--- src/rtl/icap_ser_pkg.sv ---
// Shared types and helpers for the ICAP word serializer: FSM states,
// ICAP/length widths and the per-byte bit reversal used by Xilinx ICAP.
package icap_ser_pkg;

    localparam int ICAP_WIDTH = 32;
    localparam int LEN_W      = 24;

    typedef enum logic [1:0] {
        S_IDLE  = 2'd0,
        S_LOAD  = 2'd1,
        S_SHIFT = 2'd2,
        S_DONE  = 2'd3
    } state_t;

    // ICAP expects the bit order inside every byte mirrored.
    function automatic logic [ICAP_WIDTH-1:0] bitrev_bytes(input logic [ICAP_WIDTH-1:0] w);
        logic [ICAP_WIDTH-1:0] r;
        for (int b = 0; b < ICAP_WIDTH/8; b++) begin
            for (int i = 0; i < 8; i++) begin
                r[8*b + i] = w[8*b + 7 - i];
            end
        end
        return r;
    endfunction

endpackage

--- src/rtl/icap_word_serializer.sv ---
// Pops wide FIFO beats and streams them MSB-word-first onto the 32-bit ICAP
// port, keeping csib low back-to-back across beats while data is available.
module icap_word_serializer
    import icap_ser_pkg::*;
#(
    parameter int DATA_SIZE = 256,
    parameter bit BIT_SWAP  = 1'b1
) (
    input  logic                  rclk,
    input  logic                  rrst,
    input  logic                  start,
    input  logic                  abort,
    input  logic [LEN_W-1:0]      cfg_len,
    input  logic [DATA_SIZE-1:0]  fifo_rdata,
    input  logic                  fifo_rempty,
    output logic                  fifo_rinc,
    output logic [ICAP_WIDTH-1:0] icap_i,
    output logic                  icap_csib,
    output logic                  icap_rdwrb,
    output logic                  busy,
    output logic                  done
);

    localparam int WPB   = DATA_SIZE / ICAP_WIDTH;
    localparam int IDX_W = (WPB > 1) ? $clog2(WPB) : 1;

    state_t                r_state;
    state_t                w_state_nxt;
    logic [LEN_W-1:0]      r_remaining;
    logic [IDX_W-1:0]      r_idx;
    logic [DATA_SIZE-1:0]  r_shift;
    logic [ICAP_WIDTH-1:0] r_icap_i;
    logic                  r_csib;
    logic                  r_rdwrb;

    logic                  w_pop;
    logic                  w_last;
    logic                  w_beat_end;
    logic [ICAP_WIDTH-1:0] w_fmt_in;
    logic [ICAP_WIDTH-1:0] w_fmt_sh;

    assign w_last     = (r_remaining == LEN_W'(1));
    assign w_beat_end = (r_idx == IDX_W'(WPB - 1));
    assign w_fmt_in   = BIT_SWAP ? bitrev_bytes(fifo_rdata[DATA_SIZE-1 -: ICAP_WIDTH])
                                 : fifo_rdata[DATA_SIZE-1 -: ICAP_WIDTH];
    assign w_fmt_sh   = BIT_SWAP ? bitrev_bytes(r_shift[DATA_SIZE-1 -: ICAP_WIDTH])
                                 : r_shift[DATA_SIZE-1 -: ICAP_WIDTH];

    always_comb begin
        w_state_nxt = r_state;
        w_pop       = 1'b0;
        case (r_state)
            S_IDLE: begin
                if (start) begin
                    w_state_nxt = (cfg_len == '0) ? S_DONE : S_LOAD;
                end
            end
            S_LOAD: begin
                if (abort) begin
                    w_state_nxt = S_IDLE;
                end else if (!fifo_rempty) begin
                    w_pop       = 1'b1;
                    w_state_nxt = S_SHIFT;
                end
            end
            S_SHIFT: begin
                // The final word wins over a beat boundary so a trailing beat is never popped.
                if (abort) begin
                    w_state_nxt = S_IDLE;
                end else if (w_last) begin
                    w_state_nxt = S_DONE;
                end else if (w_beat_end) begin
                    if (!fifo_rempty) begin
                        w_pop = 1'b1;
                    end else begin
                        w_state_nxt = S_LOAD;
                    end
                end
            end
            S_DONE: begin
                w_state_nxt = S_IDLE;
            end
            default: begin
                w_state_nxt = S_IDLE;
            end
        endcase
    end

    always_ff @(posedge rclk) begin
        if (rrst) begin
            r_state     <= S_IDLE;
            r_csib      <= 1'b1;
            r_rdwrb     <= 1'b1;
            r_icap_i    <= '0;
            r_remaining <= '0;
            r_idx       <= '0;
        end else begin
            r_state <= w_state_nxt;
            case (r_state)
                S_IDLE: begin
                    if (start) begin
                        r_remaining <= cfg_len;
                        r_rdwrb     <= 1'b0;
                    end
                end
                S_LOAD: begin
                    if (abort) begin
                        r_csib  <= 1'b1;
                        r_rdwrb <= 1'b1;
                    end
                end
                S_SHIFT: begin
                    if (abort) begin
                        r_csib  <= 1'b1;
                        r_rdwrb <= 1'b1;
                    end else begin
                        r_remaining <= r_remaining - LEN_W'(1);
                        if (w_last) begin
                            r_csib <= 1'b1;
                        end else if (!w_beat_end) begin
                            r_icap_i <= w_fmt_sh;
                            r_idx    <= r_idx + IDX_W'(1);
                        end else if (fifo_rempty) begin
                            r_csib <= 1'b1;
                        end
                    end
                end
                S_DONE: begin
                    r_rdwrb <= 1'b1;
                end
                default: ;
            endcase
            if (w_pop) begin
                r_icap_i <= w_fmt_in;
                r_idx    <= '0;
                r_csib   <= 1'b0;
            end
        end
    end

    // Beat payload needs no reset; it is always reloaded by a pop before use.
    always_ff @(posedge rclk) begin
        if (w_pop && !rrst) begin
            r_shift <= fifo_rdata << ICAP_WIDTH;
        end else if (r_state == S_SHIFT && !w_beat_end) begin
            r_shift <= r_shift << ICAP_WIDTH;
        end
    end

    assign fifo_rinc  = w_pop & ~rrst;
    assign icap_i     = r_icap_i;
    assign icap_csib  = r_csib;
    assign icap_rdwrb = r_rdwrb;
    assign busy       = (r_state != S_IDLE) & ~rrst;
    assign done       = (r_state == S_DONE) & ~abort & ~rrst;

endmodule

--- config.mk ---
export PLATFORM = sky130hd
export DESIGN_NAME = icap_word_serializer
export DESIGN_NICKNAME = d
export VERILOG_FILES = /design/src/rtl/icap_ser_pkg.sv /design/src/rtl/icap_word_serializer.sv
export SDC_FILE = /design/constraint.sdc
export NUM_CORES = 1
export LEC_CHECK = 0
export ABC_CLOCK_PERIOD_IN_PS = 48200
export BUFFER_PORTS_ARGS = -buffer_cell sky130_fd_sc_hd__buf_2
export CORE_MARGIN = 1
export CORE_UTILIZATION = 50
export CTS_CLUSTER_DIAMETER = 100
export DETAILED_ROUTE_END_ITERATION = 10
export GPL_TIMING_DRIVEN = 1
export HOLD_SLACK_MARGIN = 0.05
export PLACE_DENSITY = 0.84
export SYNTH_ARGS = -nofsm -noshare
export SYNTH_HDL_FRONTEND = slang
export SYNTH_SLANG_ARGS = --single-unit
--- constraint.sdc ---
create_clock -name rclk -period 48.2 [get_ports rclk]
set_input_delay 9.64 -clock rclk [delete_from_list [all_inputs] [get_ports rclk]]
set_output_delay 9.64 -clock rclk [all_outputs]
set_load 0.02 [all_outputs]
After elaboration in Yosys (flattened, before gate mapping)
Index checks and enable logic that the tools add are counted.

word-level totals
  bits in registers = 287
  logic and storage cells = 87
  bits of input ports = 285
  output and inout bits = 37

cells by class
  bitwise gates (word level) = 8
  add/subtract/negate cells = 2
  equality and inequality tests = 17
  reductions and logical operators = 19
  multiplexer cells = 34

operator list
  kind                                                                    count
  256-bit two-way mux                                                     2
  32-bit two-way mux                                                      5
  24-bit two-way mux                                                      2
  24-bit case mux with 2 select lines                                     1
  24-bit by 1-bit equality test with 1-bit output, second input constant  1
  24-bit logical NOT                                                      1
  24-bit by 1-bit subtractor with 24-bit output, second input constant    1
  2-bit two-way mux                                                       8
  4-bit AND reduction                                                     4
  1-bit two-way mux                                                       12
  5-bit != test, second input constant                                    2
  2-bit != test, second input constant                                    4
  4-bit != test, second input constant                                    2
  2-bit case mux with 4 select lines                                      1
  2-bit nonzero test                                                      4
  3-bit != test, second input constant                                    2
  1-bit AND                                                               4
  2-bit equality test, second input constant                              2
  2-bit by 1-bit != test with 1-bit output, second input constant         2
  1-bit inverter                                                          4
  1-bit case mux with 2 select lines                                      2
  2-bit OR reduction                                                      2
  3-bit by 1-bit adder with 3-bit output, second input constant           1
  3-bit equality test, second input constant                              1
  8 further kinds                                                         10

Logic depth before layout (Yosys ltp)
Gate-level depths: netlist of run 1.

  word-level depth = 7
  mapped depth = 10
  gate-level depth less buffers = 7

Least setup slack after synthesis of run 1
Ideal clock, no wire load.

  path kind = input -> register
  from = input abort
  to = register r_shift[100], enable pin
  data required time = 47.314 ns
  stages = 7
  path buffers = 3
  slack = 25.678 ns
  arrival time = 21.635 ns
  library setup time = 0.886 ns
  cells stage by stage = clkbuf_1 -> nor2_1 -> o311ai_4 -> a21o_1 -> clkbuf_1 -> clkbuf_1 -> o22ai_1

between the ends
  cells in the longest elaborated chain, start to end = 4
  elaborated cells between the ends (all ways) = 5
  classes of those cells = mux (3); reduce/logical (2)

RTL lines
  element                                 line                                                    source
  start, declared                         icap_word_serializer.sv:12                              input logic abort,
  1-bit two-way mux (on tied branches)    icap_word_serializer.sv:68, icap_word_serializer.sv:59
  1-bit case mux with 2 select lines (*)  icap_word_serializer.sv:52                              case (r_state)
  1-bit logical AND (*)                   icap_word_serializer.sv:143                             if (w_pop && !rrst) begin
  2-bit nonzero test (no line) (*)        --
  end signal, assigned                    icap_word_serializer.sv:144                             r_shift <= fifo_rdata << ICAP_WIDTH;
  end signal, assigned                    icap_word_serializer.sv:146                             r_shift <= r_shift << ICAP_WIDTH;
  end, declared                           icap_word_serializer.sv:31                              logic [DATA_SIZE-1:0] r_shift;

Mark *: on every way between the ends. The rest lies on a longest branch, timed or not.
A chain may end at the register's enable or synchronous reset.

Worst setup path after layout of run 1
  from = input abort
  to = output fifo_rinc

between the ends
  cells in the longest elaborated chain, start to end = 3
  elaborated cells between the ends (all ways) = 4
  classes of those cells = mux (3); bitwise (1)

RTL lines
  element                                 line                                                    source
  1-bit two-way mux (on tied branches)    icap_word_serializer.sv:68, icap_word_serializer.sv:59
  1-bit case mux with 2 select lines (*)  icap_word_serializer.sv:52
  1-bit AND (*)                           icap_word_serializer.sv:150                             assign fifo_rinc = w_pop & ~rrst;
  end, declared                           icap_word_serializer.sv:16                              output logic fifo_rinc,

Marks and branches as above.

==> metrics, run 1 <==
CP Capture Type=primary output; number of synthesized register bits=287; fin crit share=44.43%; final-report hold violation count=0; fmax=0.04670 GHz; die outline height=162.5 um; fillers=approximately 1,900; setup TNS=0 ns; GRT Total Usage=22.72%; RSZ-0062 raised after global routing=false; initial drt markers=around 1,000; first-pass GRT wire length=46,530 um; commonest non-fill, non-tap cell in the layout=buf_2; proportion of netlist area held by the largest area contributor=52.21%; cts bufs inserted=30; synth unique cells=51; Slew @ Worst Pin=1.014 ns; Vias/cell=5.573; clk_lat worst skew=0.55 ns; IO Pins=322; Area Overhead vs Synth=22.08%; xor and xnor area share after synthesis=0.06799%; Max-slew headroom=32.41%; EDFF count, synth=224; main flop type after synthesis=edfxtp_1; Synth Instances=roughly 940; reg2reg end=r_shift[109]; vias in the first global route=8,832; reg2reg setup slack=42.64 ns; Congestion Overflow GR=0; hold_buf cts=0; initial antenna violation count=13; Post-CTS Setup Bufs=0; hold path endpoint=r_remaining[1]; post-synthesis adder-cell area fraction=0.7770%; sequential area share after synthesis=just over 60%; Net Count, Synth=roughly 1,200; post-CTS sizing=0; largest area contributor in the netlist=edfxtp_1; CP Class=in -> out; port bufs=321; largest family of logic cells by synthesized area=multiplexers; core area=25,250 sq um; Routed WL=30,670 um; setup violators final=0; clk sink count=287; Post-Synth Simple-Gate Area=7.488%; CP startpoint kind=input pin; routed via count=8,878; Worst EP required=38.56 ns; nets=1,525; HP Class=reg -> reg; hold path start=r_remaining[1]; root buffer cell=clkbuf_16; antenna-violating nets left=0; r2r startpoint=r_state[0]; Layout Skew=0.01173 ns; Final HPWL DP=21,210 um; row count=58; Die ar.=about 26,000 sq um; CTS tree=built; fraction of layout cells with a size suffix above 1=38.09%; Reg clk slew, reported paths=0.06 ns; largest cells by area after synthesis=edfxtp_1 (52%), dfxtp_1 (9.8%), mux2_1 (8.7%); largest net degree at the start of global routing=88; final worst path period need=21.41 ns; WHS Path Cells=2; WHS=0.4823 ns; Yosys warnings=0; Initial Utilization=51.01%; Worst Path Arrival=11.77 ns; mux contribution to synthesized area=approximately 18%; placed instance area=14,730 sq um; clk buf depth=3; max-slew violations=0; power per cell area=47.11 nW/um^2; most frequent cells in the layout=buf_2 (321), edfxtp_1 (224), mux2_1 (100), nand2_1 (89), mux2_2 (75); 1st-pass router iterations=8; Avg Inst Size Synth=13.78 sq um; DRC=0; routability congestion estimate=around 0.88; WL per Instance=19.25 um; status=finished, final reports clean; worst ir drop on vdd=0.04115 mV; Synth Area in Compound Gates=9.363%; # Max-Cap Violations=0; chip width=162.5 um; worst-path maximum fanout=59; FF-to-FF path depth=13; area of the mapped netlist=12,880 sq um; fin area=15,730 sq um; Static Leakage=between 5 and 6 nW; ys async rst share=0%; CTS HTree Levels=1
-- critical path, stage by stage --
cell	delay, ns
buf_2	0.15
nor2_1	0.26
o311ai_4	0.15
buf_4	0.28
a211oi_4	0.27
buf_4	0.65
buf_2	0.31
-- through the flow --
step,setup WS (ns),instances,util [%],total power [mW]
finish,26.79,1593,62.27,0.7409
global route,26.70,1590,62.24,0.7730
CTS,26.82,1585,62.19,0.7432
detailed placement,26.82,1530,58.34,0.5150
global placement,26.90,1530,58.34,0.5081
floorplan,25.68,935,-,0.4837
-- state kept, by name, summed over array words and instances (netlist names) --
signal,cells
icap_i,32
r_idx,3
r_remaining,24
icap_csib,1
icap_rdwrb,1
r_shift,224
r_state,2
-- worst max path at each step --
stage,to,cells past startpoint,from
after floorplan,r_shift[100],7,abort
after global placement,fifo_rinc,7,abort
after detailed placement,fifo_rinc,7,abort
after CTS,fifo_rinc,7,abort
after global routing,fifo_rinc,7,abort
final,fifo_rinc,7,abort
-- synth_stat cells, types with 3 or more instances --
cell / instances
nand4_1: 5
nand3b_1: 3
mux2_4: 17
a211oi_1: 40
a21o_1: 4
nor4_1: 8
a311oi_1: 33
a21oi_1: 27
nor2b_1: 7
and2_1: 33
nand3_1: 5
o21ai_0: 22
dfxtp_1: 63
or3_1: 6
buf_1: 4
o22ai_1: 5
o31a_1: 4
edfxtp_1: 224
mux2_1: 100
mux2i_1: 3
o32ai_1: 5
ha_1: 8
inv_1: 8
o31ai_1: 5
nand2_1: 89
mux2_2: 75
nand2b_1: 5
clkbuf_1: 53
nor3_1: 12
nor2_1: 20
buf_4: 11
-- cells by family (layout without fill, tap and decap cells) --
kind of cell | count (synthesis) | in the layout
AO/OA/AOI/OAI | 165 | 165
XOR/XNOR | 1 | 1
multiplexers | 195 | 195
flip-flops | 287 | 287
buffers and inverters | 80 | 400
other | 0 | 8
adder cells (fa/ha/maj) | 8 | 8
AND/OR/NAND/NOR | 199 | 199
-- power by group --
group | switching, mW | internal (mW)
Clock | 0.0953 | 0.133
Sequential | 0.0196 | 0.332
Combinational | 0.102 | 0.0601
Total | 0.217 | 0.524
-- layout make-up --
cell class	count	area, sq um	share of cell area [%]
clock inverter	22	190.2	1.209
sequential	287	7988	50.79
timing repair buffer	337	1727	10.98
inverter	8	30.03	0.1909
tap	330	412.9	2.626
clock buffer	33	783.3	4.981
antenna	8	20.02	0.1273
multi-input combinational	568	4576	29.10
-- layer usage --
metal  global-route usage [%]  vias up  routed length (um)
met4                    7.762       10                 975
met1                    26.45     4218               11440
met2                    39.32      385               15280
met5                        0        -                  69
li1                         -     4191                   -
met3                    7.308       74                2905
Note: power is estimated with default switching activity, not from simulation.
==> run 2: changes to the inputs <==
ABC_AREA = 1   (was default)
ABC_CLOCK_PERIOD_IN_PS = 17280   (was 48200)
CORE_UTILIZATION = 49   (was 50)
PLACE_DENSITY = 0.85   (was 0.84)
clock period = 17.28 ns   (was 48.2 ns; I/O delays follow)
==> metrics, run 2 <==
ys async rst share=0% (unchanged); Yosys warnings=0 (unchanged); # Max-Cap Violations=0 (unchanged); power per cell area=149.9 nW/um^2 (was 47.11 nW/um^2); Area Overhead vs Synth=20.63% (was 22.08%); worst ir drop on vdd=0.06849 mV (was 0.04115 mV); Synth Instances=1,550 (was 935); CTS tree=built (unchanged); area of the multi-input gates=4513 sq um (was 4576 sq um); main flop type after synthesis=edfxtp_1 (unchanged); reg2reg end=r_shift[37] (was r_shift[109]); Avg Inst Size Synth=8.595 sq um (was 13.78 sq um); DRC=0 (unchanged); hold path endpoint=icap_i[30] (was r_remaining[1]); largest cells by area after synthesis=edfxtp_1 (50%), nand2_1 (21%), dfxtp_1 (9.5%) (was edfxtp_1 (52%), dfxtp_1 (9.8%), mux2_1 (8.7%)); Net Sw Power=0.7860 mW (was 0.2166 mW); FF-to-FF path depth=13 (unchanged); r2r startpoint=r_state[0] (unchanged); Slew @ Worst Pin=1.126 ns (was 1.014 ns); clk buf depth=3 (unchanged); number of synthesized register bits=287 (unchanged); antenna-violating nets left=0 (unchanged); status=finished, final reports clean (unchanged); sequential area share after synthesis=59.96% (was 62.00%); RSZ-0062 raised after global routing=false (unchanged); power share of the clock group=29.5% (was 30.8%); Worst EP required=13.82 ns (was 38.56 ns); Total Power=2.409 mW (was 0.7409 mW); worst setup path startpoint=abort (unchanged); fraction of layout cells with a size suffix above 1=21.31% (was 38.09%); core area=26,350 sq um (was 25,250 sq um); Congestion Overflow GR=0 (unchanged); Vias/cell=5.029 (was 5.573); clk_lat worst skew=0.55 ns (about the same); Initial Utilization=50.55% (was 51.01%); Sequential Area=7988 sq um (unchanged); register share of total power=44.0% (was 47.4%); final-report hold violation count=0 (unchanged); CP Class=in -> out (unchanged); largest reg by FF count=r_shift (unchanged); 1st-pass router iterations=6 (was 8); max-slew violations=0 (unchanged); initial drt markers=1,066 (was 1,002); area of the mapped netlist=13,320 sq um (was 12,880 sq um); Worst Path Arrival=6.62 ns (was 11.77 ns); vias in the first global route=10,382 (was 8,832); hold_buf cts=0 (unchanged); cell with the most instances after synthesis=nand2_1 (was edfxtp_1); Die ar.=27,850 sq um (was 26,410 sq um); CP startpoint kind=input pin (unchanged); Final HPWL DP=21,530 um (was 21,210 um); die outline height=166.9 um (was 162.5 um); routed via count=11,013 (was 8,878); GRT Total Usage=22.32% (was 22.72%); CP Capture Type=primary output (unchanged); Max-slew headroom=24.94% (was 32.41%); nets=2,123 (was 1,525); cts bufs inserted=31 (was 30); clk sink count=287 (unchanged); Combinational Power Share=26.4% (was 21.8%); Routed WL=32,070 um (was 30,670 um); worst-path maximum fanout=94 (was 59); Largest register FFs=224 (unchanged); WHS Path Cells=2 (unchanged); Layout Skew=0.01112 ns (was 0.01173 ns); chip width=166.9 um (was 162.5 um); initial antenna violation count=4 (was 13); WL per Instance=14.64 um (was 19.25 um); largest net degree at the start of global routing=117 (was 88); proportion of netlist area held by the largest area contributor=50.49% (was 52.21%); Internal=1.623 mW (was 0.5243 mW); most frequent cells in the layout=nand2_1 (755), buf_2 (321), edfxtp_1 (224), nor2_1 (102), inv_1 (96) (was buf_2 (321), edfxtp_1 (224), mux2_1 (100), nand2_1 (89), mux2_2 (75)); fillers=2,228 (was 1,887); synth unique cells=35 (was 51); setup TNS=0 ns (unchanged); WHS=0.4790 ns (was 0.4823 ns); largest area contributor in the netlist=edfxtp_1 (unchanged); port bufs=321 (unchanged); setup violators final=0 (unchanged); hold path start=icap_i[30] (was r_remaining[1]); routability congestion estimate=0.8948 (was 0.8786); commonest non-fill, non-tap cell in the layout=nand2_1 (was buf_2); final worst path period need=10.08 ns; post-CTS sizing=0 (unchanged); row count=59 (was 58); fmax=0.09924 GHz; Net Count, Synth=1,843 (was 1,228); switching part of the total=32.63% (was 29.23%); first-pass GRT wire length=50,400 um (was 46,530 um); Post-CTS Setup Bufs=0 (unchanged); CTS HTree Levels=1 (unchanged); reg2reg setup slack=10.45 ns (was 42.64 ns); Reg clk slew, reported paths=0.06 ns (about the same); HP Class=reg -> reg (unchanged); IO Pins=322 (unchanged); root buffer cell=clkbuf_16 (unchanged); Synth top cells by count=nand2_1 (756), edfxtp_1 (224), nor2_1 (102) (was edfxtp_1 (224), mux2_1 (100), nand2_1 (89)); fin crit share=58.31%; EDFF count, synth=224 (unchanged); Static Leakage=7.516 nW (was 5.803 nW)
[run 2: cell types whose count changed in the layout (fill, tap and decap cells not counted), sizes merged, moves of 8 or more]
cell,delta
and2,-33
mux2,-192
nor2,+85
a211oi,-39
nand3,+76
inv,+89
a311oi,-33
buf,-8
o21ai,+8
a21oi,+36
nand2,+670
[run 2: routing by layer]
layer | GRT usage [%] | part of all wire (%) | up-vias
met5 | 0 | 0.13 | -
met4 | 6.481 | 2.6 | 6
met3 | 4.491 | 8.0 | 66
met2 | 38.51 | 49 | 494
met1 | 28.37 | 41 | 4927
li1 | - | - | 5520
[run 2: worst max path at each step]
stage                         to  slack (ns)
CTS                    fifo_rinc        7.23
global route           fifo_rinc        6.92
detailed placement     fifo_rinc        7.24
global placement       fifo_rinc        7.29
finish                 fifo_rinc        7.20
floorplan           r_shift[100]        7.41
[run 2: power by group through the flow]
| stage | combinational (mW) | clock [mW] | sequential, mW |
|---|---|---|---|
| global route | 0.721 | 0.748 | 1.08 |
| finish | 0.637 | 0.712 | 1.06 |
| global placement | 0.605 | 0 | 1.07 |
| detailed placement | 0.629 | 0 | 1.07 |
| CTS | 0.635 | 0.722 | 1.06 |
| floorplan | 0.447 | 0 | 1.11 |
[run 2: cell type report]
type	instances	area share, %
sequential	287	49.70
multi-input combinational	1083	28.08
timing repair buffer	329	10.37
clock buffer	34	5.022
tap	335	2.608
inverter	98	2.320
clock inverter	23	1.876
antenna	1	0.01557
[run 2: metrics by stage]
stage               utilization [%]  cell area [sq um]  worst slack [ns]  std cells
detailed placement            56.76              14960             7.235       2132
global placement              56.76              14960             7.287       2132
CTS                           60.97              16070             7.233       2189
finish                        60.98              16070             7.203       2190
floorplan                         -              13320             7.414       1550
global route                  60.98              16070             6.918       2190
[run 2: worst max-delay path: stages]
cell and delay [ns]:
buf_2 0.14, nor3_1 0.28, nand3_2 0.12, nand2_2 0.45, nand2_2 0.80, nor2_4 0.27, buf_4 0.75, buf_2 0.30
[run 2: kinds of logic (layout without fill, tap and decap cells)]
group,Yosys count,in the layout,share of synthesized area [%]
AOI/OAI and AO/OA,106,106,4.198
xor gates and xnor gates,7,7,0.4602
adders and majority gates,8,8,0.7514
buffers and inverters,180,484,6.218
DFF,287,287,59.96
other,0,1,0
and+or+nand+nor,962,962,28.41
==> run 3: changes to the inputs <==
ABC_AREA = 0   (was 1)
ABC_CLOCK_PERIOD_IN_PS = 9300   (was 17280)
CORE_UTILIZATION = 50   (was 49)
PLACE_DENSITY = 0.84   (was 0.85)
clock period = 9.3 ns   (was 17.28 ns; I/O delays follow)
==> metrics, run 3 (same netlist as run 1, synthesis figures left out) <==
status=finished, final reports clean (unchanged); CTS tree=built (unchanged); GRT Total Usage=22.99% (was 22.32%); power share of the clock group=31.2% (was 29.5%); # Max-Cap Violations=0 (unchanged); worst-path maximum fanout=47 (was 94); dpl ws=3.672 ns (was 7.235 ns); hold_buf cts=0 (unchanged); clk_lat worst skew=0.54 ns (was 0.55 ns); CTS HTree Levels=1 (unchanged); Net Sw Power=1.116 mW (was 0.7860 mW); first-pass GRT wire length=46,640 um (was 50,400 um); fmax=about 0.18 GHz; top sig layer=met5 (unchanged); row count=58 (was 59); max-slew violations=0 (unchanged); chip width=162.5 um (was 166.9 um); core area=25,250 sq um (was 26,350 sq um); slowest cell delay on critical path=0.53 ns (was 0.80 ns); initial drt markers=1,000 (was 1,066); M1 WL=11,650 um (was 12,990 um); root buffer cell=clkbuf_16 (unchanged); Layout Skew=0.01672 ns (was 0.01112 ns); fillers=1,865 (was 2,228); Internal=2.748 mW (was 1.623 mW); r2r startpoint=r_state[0] (unchanged); die outline height=162.5 um (was 166.9 um); largest reg by FF count=r_shift (unchanged); Slew @ Worst Pin=1.189 ns (was 1.126 ns); Crit. path cell count=9 (was 8); antenna-violating nets left=0 (unchanged); critical path, cell by cell=inv_1, ha_1, buf_4, inv_1, nor2_1, o311ai_4, buf_4, a211oi_4, buf_2 (was buf_2, nor3_1, nand3_2, nand2_2, nand2_2, nor2_4, buf_4, buf_2); Worst EP required=7.44 ns (was 13.82 ns); met2 WL=15,600 um (was 15,640 um); routed via count=8,828 (was 11,013); final worst path period need=approximately 5.5 ns; setup violators final=0 (unchanged); post-CTS sizing=0 (unchanged); worst ir drop on vdd=0.1683 mV (was 0.06849 mV); routability congestion estimate=0.8741 (was 0.8948); Area Overhead vs Synth=22.30% (was 20.63%); Die ar.=26,410 sq um (was 27,850 sq um); reg2reg end=r_shift[52] (was r_shift[37]); port bufs=321 (unchanged); slowest cell on the critical path=inv_1 (was nand2_2); WL per Instance=19.55 um (was 14.64 um); RSZ-0062 raised after global routing=false (unchanged); CP top delay family=buffers and inverters (was simple AND/OR/NAND/NOR gates); commonest non-fill, non-tap cell in the layout=buf_2 (was nand2_1); switching part of the total=28.87% (was 32.63%); clk sink count=287 (unchanged); Final HPWL DP=21,300 um (was 21,530 um); cts bufs inserted=30 (was 31); clk buf depth=3 (unchanged); metal3 WL=2864 um (was 2555 um); Congestion Overflow GR=0 (unchanged); IO Pins=322 (unchanged); FF-to-FF path depth=11 (was 13); CP Class=reg -> out (was in -> out); Largest register FFs=224 (unchanged); reg2reg setup slack=3.98 ns (was 10.45 ns); worst setup path startpoint=r_state[0] (was abort); Max-slew headroom=20.77% (was 24.94%); Initial Utilization=51.01% (was 50.55%); Vias/cell=5.521 (was 5.029); largest net degree at the start of global routing=159 (was 117); CP Capture Type=primary output (unchanged); final-report hold violation count=0 (unchanged); Static Leakage=5.798 nW (was 7.516 nW); Setup crit end=fifo_rinc (unchanged); Total Power=3.864 mW (was 2.409 mW); most frequent cells in the layout=buf_2 (321), edfxtp_1 (224), mux2_1 (100), nand2_1 (89), mux2_2 (75) (was nand2_1 (755), buf_2 (321), edfxtp_1 (224), nor2_1 (102), inv_1 (96)); register share of total power=47.2% (was 44.0%); setup TNS=0 ns (unchanged); fin crit share=58.97%; Reg clk slew, reported paths=0.06 ns (about the same); crit path buf inv count=5 (was 3); power per cell area=245.3 nW/um^2 (was 149.9 nW/um^2); nets=1,522 (was 2,123); fraction of layout cells with a size suffix above 1=37.97% (was 21.31%); slack of the critical path=3.815 ns (was 7.203 ns); 1st-pass router iterations=8 (was 6); vias in the first global route=8,890 (was 10,382); Sequential Area=7988 sq um (unchanged); DRC=0 (unchanged); Routed WL=31,260 um (was 32,070 um); Combinational Power Share=21.6% (was 26.4%); area of the multi-input gates=4576 sq um (was 4513 sq um); Worst Path Arrival=3.62 ns (was 6.62 ns); CP startpoint kind=flip-flop (was input pin); HP Class=reg -> reg (unchanged); WHS=0.4778 ns (was 0.4790 ns); Post-CTS Setup Bufs=0 (unchanged); initial antenna violation count=18 (was 4)
## run 3: cell types whose count changed in the layout (fill, tap and decap cells not counted), sizes merged, moves of 7 or more
cell    before  now
nor2b        0    7
inv         99    9
a311oi       0   33
o21ai       30   22
a21oi       63   27
and2         0   33
mux2         0  192
nor2       105   20
a211oi       2   41
nand2      759   89
diode        1   18
nand3       81    5
## run 3: through the flow
| stage | utilization, % | cell area, sq um | cells |
|---|---|---|---|
| floorplan | - | 12890 | 935 |
| global placement | 58.30 | 14720 | 1527 |
| detailed placement | 58.30 | 14720 | 1527 |
| CTS | 62.21 | 15710 | 1581 |
| global route | 62.29 | 15730 | 1589 |
| finish | 62.39 | 15760 | 1599 |
## run 3: how the worst min path moves through the flow
stage / cells after the start / start / endpoint / slack [ns]
final: 2 / r_remaining[18] / r_remaining[18] / 0.48
after global routing: 2 / r_remaining[15] / r_remaining[15] / 0.52
after CTS: 2 / r_remaining[18] / r_remaining[18] / 0.48
after detailed placement: 2 / r_remaining[18] / r_remaining[18] / 0.47
after global placement: 2 / r_remaining[19] / r_remaining[19] / 0.46
after floorplan: 2 / r_remaining[19] / r_remaining[19] / 0.45
## run 3: worst reg2reg max path, stage by stage (launching register included)
cell and delay (ns):
dfxtp_1 0.34, inv_1 0.10, ha_1 0.16, buf_4 0.40, inv_1 0.54, nor2_1 0.41, o311ai_4 0.15, buf_4 0.28
a21o_1 0.66, o22ai_4 0.26, buf_4 0.68, buf_4 0.92
## run 3: cell type report
| class | count | area share (%) |
|---|---|---|
| clock buffers | 39 | 5.114 |
| inverters | 8 | 0.1906 |
| multi-input cells | 568 | 29.04 |
| flip-flops and latches | 287 | 50.70 |
| well taps | 330 | 2.621 |
| diodes | 18 | 0.2859 |
| clock inverters | 15 | 1.152 |
| repair buffers | 334 | 10.90 |
## run 3: power by group through the flow
| stage | clock network, mW | logic (mW) | registers [mW] |
|---|---|---|---|
| floorplan | 0 | 0.570 | 1.89 |
| global placement | 0 | 0.797 | 1.83 |
| detailed placement | 0 | 0.822 | 1.85 |
| CTS | 1.22 | 0.831 | 1.82 |
| global route | 1.27 | 0.914 | 1.85 |
| finish | 1.20 | 0.836 | 1.82 |
## run 3: metal layers
| layer | vias up | track usage (%) |
|---|---|---|
| met5 | - | 0 |
| met4 | 8 | 9.563 |
| met3 | 81 | 7.130 |
| met2 | 407 | 39.47 |
| met1 | 4139 | 26.54 |
| li1 | 4193 | - |
